<file path="src/rtl/aes_pkg.sv">
// Constants and state encoding shared by the AES key sequencer and its slot register file.
package aes_pkg;

    localparam int AES_KEY_W = 256;
    localparam int AES_BLK_W = 128;

    localparam logic KEYLEN_128 = 1'b0;
    localparam logic KEYLEN_256 = 1'b1;

    typedef enum logic [1:0] {
        ST_INIT   = 2'd0,
        ST_EXPAND = 2'd1,
        ST_READY  = 2'd2,
        ST_ENC    = 2'd3
    } seq_state_e;

endpackage

</file>
<file path="src/rtl/aes_key_slot_ram.sv">
// Key slot register file: one write port, one asynchronous read port, every slot
// returns to the default key and keylen on reset.
module aes_key_slot_ram
    import aes_pkg::*;
#(
    parameter int                   NUM_SLOTS      = 4,
    parameter int                   SLOT_W         = 2,
    parameter logic [AES_KEY_W-1:0] DEFAULT_KEY    = '0,
    parameter logic                 DEFAULT_KEYLEN = KEYLEN_128
) (
    input  logic                 clk,
    input  logic                 reset,
    input  logic                 wr_en_i,
    input  logic [SLOT_W-1:0]    wr_slot_i,
    input  logic [AES_KEY_W-1:0] wr_key_i,
    input  logic                 wr_len_i,
    input  logic [SLOT_W-1:0]    rd_slot_i,
    output logic [AES_KEY_W-1:0] rd_key_o,
    output logic                 rd_len_o
);

    // Bit AES_KEY_W holds the keylen, the rest holds the key.
    logic [AES_KEY_W:0] slot_q [NUM_SLOTS];

    always_ff @(posedge clk or posedge reset) begin
        if (reset) begin
            for (int i = 0; i < NUM_SLOTS; i++) begin
                slot_q[i] <= {DEFAULT_KEYLEN, DEFAULT_KEY};
            end
        end else if (wr_en_i && (int'(wr_slot_i) < NUM_SLOTS)) begin
            slot_q[wr_slot_i] <= {wr_len_i, wr_key_i};
        end
    end

    assign {rd_len_o, rd_key_o} = slot_q[rd_slot_i];

endmodule

</file>
<file path="src/rtl/aes_key_sequencer.sv">
// Key management and start gating between the comm block and aes_core: selects the
// active key slot, sequences key expansion, and optionally rotates slots.
//
// state     | meaning
// ----------+-------------------------------------------------------------
// ST_INIT   | aes_init pulses for one cycle with the active slot's key
// ST_EXPAND | aes_core expanding the key; waiting for aes_ready
// ST_READY  | key expanded; encryptions, slot changes and rekeys accepted
// ST_ENC    | aes_core encrypting; waiting for aes_ready
module aes_key_sequencer
    import aes_pkg::*;
#(
    parameter int                   NUM_SLOTS      = 4,
    parameter int                   SLOT_W         = (NUM_SLOTS > 1) ? $clog2(NUM_SLOTS) : 1,
    parameter logic [AES_KEY_W-1:0] DEFAULT_KEY    = {128'h2b7e151628aed2a6abf7158809cf4f3c, 128'h0},
    parameter logic                 DEFAULT_KEYLEN = KEYLEN_128,
    parameter int                   REKEY_INTERVAL = 0,
    parameter int                   CNT_W          = 16
) (
    input  logic                 clk,
    input  logic                 reset,
    input  logic                 key_wr_valid,
    output logic                 key_wr_ready,
    input  logic [SLOT_W-1:0]    key_wr_slot,
    input  logic [AES_KEY_W-1:0] key_wr_data,
    input  logic                 key_wr_len,
    input  logic                 key_sel_valid,
    output logic                 key_sel_ready,
    input  logic [SLOT_W-1:0]    key_sel,
    input  logic                 enc_start,
    input  logic                 aes_ready,
    output logic                 aes_init,
    output logic                 aes_next,
    output logic [AES_KEY_W-1:0] aes_key,
    output logic                 aes_keylen,
    output logic                 key_ready,
    output logic [SLOT_W-1:0]    active_slot,
    output logic [CNT_W-1:0]     enc_count,
    output logic                 req_overrun
);

    seq_state_e         state_q, state_d;
    logic [SLOT_W-1:0]  active_slot_q, active_slot_d;
    logic               key_ready_q, key_ready_d;
    logic [CNT_W-1:0]   enc_count_q, enc_count_d;
    logic               pending_q, pending_d;
    logic               overrun_q, overrun_d;
    logic               aes_init_q, aes_init_d;
    logic               first_q, first_d;

    logic               fire;
    logic               wr_accept;
    logic               sel_change;
    logic               wr_active;
    logic [CNT_W-1:0]   count_inc;
    logic [SLOT_W-1:0]  next_slot;

    aes_key_slot_ram #(
        .NUM_SLOTS      (NUM_SLOTS),
        .SLOT_W         (SLOT_W),
        .DEFAULT_KEY    (DEFAULT_KEY),
        .DEFAULT_KEYLEN (DEFAULT_KEYLEN)
    ) u_slot_ram (
        .clk       (clk),
        .reset     (reset),
        .wr_en_i   (wr_accept),
        .wr_slot_i (key_wr_slot),
        .wr_key_i  (key_wr_data),
        .wr_len_i  (key_wr_len),
        .rd_slot_i (active_slot_q),
        .rd_key_o  (aes_key),
        .rd_len_o  (aes_keylen)
    );

    assign fire = (state_q == ST_READY) && (pending_q || enc_start) && aes_ready;

    // The active slot's key must not move under aes_core outside READY, nor in
    // the cycle an encryption is launched.
    assign key_wr_ready  = !reset && !((key_wr_slot == active_slot_q) &&
                                       ((state_q != ST_READY) || fire));
    assign key_sel_ready = (state_q == ST_READY) && !pending_q && !enc_start;
    assign wr_accept     = key_wr_valid && key_wr_ready;

    assign sel_change = key_sel_valid && key_sel_ready && (key_sel != active_slot_q) &&
                        (int'(key_sel) < NUM_SLOTS);
    assign wr_active  = wr_accept && (key_wr_slot == active_slot_q) && (state_q == ST_READY);

    assign count_inc = (enc_count_q == '1) ? enc_count_q : enc_count_q + 1'b1;
    assign next_slot = (int'(active_slot_q) == NUM_SLOTS - 1) ? '0 : active_slot_q + 1'b1;

    always_comb begin
        state_d       = state_q;
        active_slot_d = active_slot_q;
        key_ready_d   = key_ready_q;
        enc_count_d   = enc_count_q;
        pending_d     = pending_q;
        overrun_d     = overrun_q;

        case (state_q)
            ST_INIT: begin
                // Straight out of reset aes_init is still low; stay one more cycle to pulse it.
                if (aes_init_q) begin
                    state_d = ST_EXPAND;
                end
            end
            ST_EXPAND: begin
                if (!first_q && aes_ready) begin
                    key_ready_d = 1'b1;
                    enc_count_d = '0;
                    state_d     = ST_READY;
                end
            end
            ST_READY: begin
                if (fire) begin
                    state_d = ST_ENC;
                end else if (sel_change) begin
                    active_slot_d = key_sel;
                    key_ready_d   = 1'b0;
                    state_d       = ST_INIT;
                end else if (wr_active) begin
                    key_ready_d = 1'b0;
                    state_d     = ST_INIT;
                end
            end
            ST_ENC: begin
                if (!first_q && aes_ready) begin
                    enc_count_d = count_inc;
                    if ((REKEY_INTERVAL != 0) && (count_inc == CNT_W'(REKEY_INTERVAL))) begin
                        active_slot_d = next_slot;
                        key_ready_d   = 1'b0;
                        state_d       = ST_INIT;
                    end else begin
                        state_d = ST_READY;
                    end
                end
            end
            default: state_d = ST_INIT;
        endcase

        if (fire) begin
            pending_d = 1'b0;
        end
        if (enc_start) begin
            if (pending_q) begin
                overrun_d = 1'b1;
            end else if (!fire) begin
                pending_d = 1'b1;
            end
        end
    end

    assign aes_init_d = (state_d == ST_INIT);
    assign first_d    = (state_d != state_q);

    always_ff @(posedge clk or posedge reset) begin
        if (reset) begin
            state_q       <= ST_INIT;
            active_slot_q <= '0;
            key_ready_q   <= 1'b0;
            enc_count_q   <= '0;
            pending_q     <= 1'b0;
            overrun_q     <= 1'b0;
            aes_init_q    <= 1'b0;
            first_q       <= 1'b0;
        end else begin
            state_q       <= state_d;
            active_slot_q <= active_slot_d;
            key_ready_q   <= key_ready_d;
            enc_count_q   <= enc_count_d;
            pending_q     <= pending_d;
            overrun_q     <= overrun_d;
            aes_init_q    <= aes_init_d;
            first_q       <= first_d;
        end
    end

    assign aes_init    = aes_init_q;
    assign aes_next    = fire;
    assign key_ready   = key_ready_q;
    assign active_slot = active_slot_q;
    assign enc_count   = enc_count_q;
    assign req_overrun = overrun_q;

endmodule

</file>
<file path="config.mk">
export PLATFORM = sky130hd
export DESIGN_NAME = aes_key_sequencer
export DESIGN_NICKNAME = d
export VERILOG_FILES = /design/src/rtl/aes_pkg.sv /design/src/rtl/aes_key_slot_ram.sv /design/src/rtl/aes_key_sequencer.sv
export SDC_FILE = /design/constraint.sdc
export NUM_CORES = 2
export LEC_CHECK = 0
export BUFFER_PORTS_ARGS = -buffer_cell sky130_fd_sc_hd__buf_2
export CORE_ASPECT_RATIO = 0.6
export CORE_MARGIN = 2
export CORE_UTILIZATION = 65
export CTS_BUF_LIST = sky130_fd_sc_hd__clkbuf_8
export DETAILED_ROUTE_END_ITERATION = 16
export PLACE_DENSITY = 0.92
export SLEW_MARGIN = 20
export SYNTH_ARGS = -nofsm -noshare
export SYNTH_HDL_FRONTEND = slang
export SYNTH_SLANG_ARGS = --single-unit
</file>
<file path="constraint.sdc">
create_clock -name clk -period 54.3 [get_ports clk]
set_clock_uncertainty 0.2 [all_clocks]
set_input_delay 0 -clock clk [delete_from_list [all_inputs] [get_ports clk]]
set_output_delay 0 -clock clk [all_outputs]
set_load 0.02 [all_outputs]
</file>
==> run metrics <==
clock-pin slew on the worst setup and hold paths 70 ps; Core Box Area 70380 µm²; clock period minus worst slack 5425 ps; RSZ-0062 raised after global routing false; Max Cap Violations 0; post-synthesis area per instance 17.70 µm²; reg2reg path depth 6; Comb power frac 0.407; initial core utilization 0.6622; Final #Nets 3993; num rows 75; total congestion overflow 0; Inst Count DP 3961; CTS H-tree depth 4; number of buffers created by CTS 150; Seq pwr share 0.413; die width 349.7 µm; FF+latch count, synth 1053; Hold Violations, Final 0; number of global-route vias before repair 34887; WS Path Type reg2reg; clock share of power 0.180; Startpoint Class flop; FF+latch area 26680 µm²; die area 73920 µm²; Async SR Flop Fraction 1.000; share of the yosys chip area belonging to registers 0.5724; yosys warns 0; top_reg_cell synth dfrtp_1; final period utilization 0.09992; share of synthesized cell area in full adder, half adder and majority cells 0.0002685; clock root buffer master clkbuf_8; worst skew pair latency 910 ps; Routed WL per cell 30.05 µm; post-DP HPWL 68180 µm; Crit. End Element flop; vias 31055; hold buffers post-CTS 534; IO buf count 547; CTS tree built; die extent in y 211.4 µm; Final Instance Count excl. Fillers 4787; DRC 0; Fill cells 2789; distinct cell type count of the synthesized netlist 41; Tightest Pin Transition 1146 ps; CP required 54850 ps; gr usage total 0.3956; Post-Syn Nets 2901; clk sink count 1053; antenna violations before repair 16; CP arrival 5970 ps; post-synthesis simple-gate area fraction 0.008592; number of synthesized flops with an enable pin 0; total wire length 143800 µm; number of setup violations in the final report 0; Final Slew Violations 0; Max-Slew Margin vs Limit 0.2357; main combinational cell family by area after synthesis multiplexers; area growth from synthesis to layout 25.11%; DR pass1 iterations 8; cell area after synthesis 46600 µm²; first-pass GRT wire length 218400 µm; Post-CTS Resized 0; FMAX 184.3 MHz; slowest cell on the critical path dfrtp_4; Switching Power 0.001374 W; postcts setup bufs 0; Pwr Density 62.75 nW/µm²; Synth Area in Compound Gates 0.003222; Max Root-Sink Buffers 3; Sw Share 0.3754; Final ANT Viol Nets 0; CP Cell Sequence xor2_1 > a211oi_2 > or4b_4 > buf_12 > buf_4 > mux2_4; IR drop worst, VDD 0.00004502 V; multiplexer area fraction after synthesis 0.3918; Post-Synth XOR/XNOR Area 0.002443; final setup TNS 0 ps; status complete, no violations; share of layout cells above drive strength 1 0.6110; 1st-iter DRT viols 3176; WHS Path Cells 6; I/O pins 548; multi-input gate area in the final layout 18960 µm²; CP peak stage delay 1040 ps; DR vias/cell 6.487; LEAKAGE 26.01 nW; largest net degree at the start of global routing 179; cell-internal power 0.002285 W; Cells after Synth 2633; Min-Delay Path Class in2reg; GPL Wtd Cong 0.9306; critical path fanouts, max 113
## cell usage in the layout, fill, tap and decap left out, types with 8 or more instances in the layout
cell | synthesis | routed
mux4_2 | 257 | 257
buf_2 | 89 | 547
nor3_1 | 9 | 8
dlygate4sd3_1 | 0 | 534
nor2_1 | 17 | 17
mux2_4 | 230 | 230
buf_6 | 26 | 8
mux2_2 | 800 | 800
nand2_1 | 10 | 9
dfstp_2 | 260 | 260
clkinv_2 | 0 | 11
o21ai_0 | 8 | 8
nand3_1 | 9 | 9
dfrtp_1 | 793 | 791
clkbuf_8 | 0 | 186
buf_4 | 3 | 22
inv_1 | 3 | 66
diode_2 | 0 | 17
## power by group through the flow
stage | Sequential, W | Clock (W) | Combinational, W
floorplan | 0.00136 | 0 | 0.00103
global placement | 0.00139 | 0 | 0.00132
detailed placement | 0.00144 | 0 | 0.00137
CTS | 0.00144 | 0.000636 | 0.00142
global route | 0.00153 | 0.000694 | 0.00154
finish | 0.00151 | 0.000659 | 0.00149
## Yosys cell counts (all sizes together), types with 2 or more instances
| master | number | area (µm²) |
|---|---|---|
| a21oi | 7 | 35.03 |
| and4 | 3 | 26.28 |
| buf | 146 | 865.8 |
| clkbuf | 30 | 112.6 |
| dfrtp | 793 | 19840 |
| dfstp | 260 | 6832 |
| inv | 3 | 11.26 |
| mux2 | 1030 | 12460 |
| mux4 | 257 | 5788 |
| nand2 | 10 | 37.54 |
| nand2b | 4 | 25.02 |
| nand3 | 9 | 45.04 |
| nand3b | 2 | 15.01 |
| nand4 | 7 | 43.79 |
| nor2 | 17 | 63.81 |
| nor2b | 3 | 21.27 |
| nor3 | 9 | 45.04 |
| nor4 | 3 | 18.77 |
| o21ai | 9 | 48.80 |
| o31ai | 2 | 15.01 |
| or2 | 2 | 12.51 |
| or3 | 3 | 18.77 |
| xnor2 | 6 | 52.55 |
| xor2 | 7 | 61.31 |
## critical path: cells and delay by family, from the launching register on
kind,cells,cell delay [ps]
buffers and inverters,2,1710
flip-flops,1,1040
AO/OA/AOI/OAI,1,480
multiplexers,1,370
AND/OR/NAND/NOR,1,840
XOR/XNOR,1,310
## cell type report
| cell class | instances | share of cell area |
|---|---|---|
| timing repair buffer | 1116 | 0.1449 |
| clock inverter | 87 | 0.007490 |
| antenna | 17 | 0.0007296 |
| clock buffer | 186 | 0.04391 |
| inverter | 3 | 0.0003219 |
| sequential | 1053 | 0.4577 |
| tap | 924 | 0.01983 |
| multi-input combinational | 1401 | 0.3252 |
## logic make-up after synthesis
group | count (synthesis)
xor gates and xnor gates | 13
adders and majority gates | 1
DFF | 1053
and+or+nand+nor | 75
AOI/OAI and AO/OA | 24
muxes | 1288
buffers and inverters | 179
## through the flow
| stage | hold slack (ps) | power (W) | worst slack (ps) | instance area, µm² | utilization |
|---|---|---|---|---|---|
| after global placement | 33.02 | 0.002711 | 49310 | 49840 | 0.7082 |
| after floorplan | -120.2 | 0.002383 | 24890 | 46600 | - |
| after CTS | 25.48 | 0.003496 | 49090 | 58180 | 0.8267 |
| after detailed placement | 52.34 | 0.002815 | 49180 | 49840 | 0.7082 |
| after global routing | 196.9 | 0.003765 | 48730 | 58290 | 0.8283 |
| final | 123.4 | 0.003659 | 48870 | 58300 | 0.8284 |
## state kept, by name (all words and copies together), names as in the netlist
| name | cells |
|---|---|
| state_q | 2 |
| aes_init | 1 |
| first_q | 1 |
| req_overrun | 1 |
| key_ready | 1 |
| enc_count | 16 |
| active_slot | 2 |
| u_slot_ram.slot_q | 1028 |
| pending_q | 1 |
## routing by layer
layer,GRT usage,wire [µm],vias up
li1,-,-,12109
met1,0.4616,50580,16372
met2,0.6630,72730,1949
met3,0.1100,11690,623
met4,0.2313,8842,2
met5,0.0006583,11,-
## final timing paths
check / from / slack [ps] / endpoint
setup / recovery: active_slot[1]$_DFFE_PP0P_ / 48870 / u_slot_ram.slot_q[397]$_DFFE_PP0P_
hold / removal: key_sel[1] / 120 / state_q[1]$_DFF_PP0_
setup reg to reg: active_slot[1]$_DFFE_PP0P_ / 48870 / u_slot_ram.slot_q[397]$_DFFE_PP0P_
hold reg to reg: u_slot_ram.slot_q[685]$_DFFE_PP0P_ / 300 / u_slot_ram.slot_q[685]$_DFFE_PP0P_
max in group asynchronous: reset / 51350 / u_slot_ram.slot_q[124]$_DFFE_PP0P_
min in group asynchronous: reset / 300 / u_slot_ram.slot_q[507]$_DFFE_PP0P_
No activity file was read; power rests on OpenSTA's default activity.
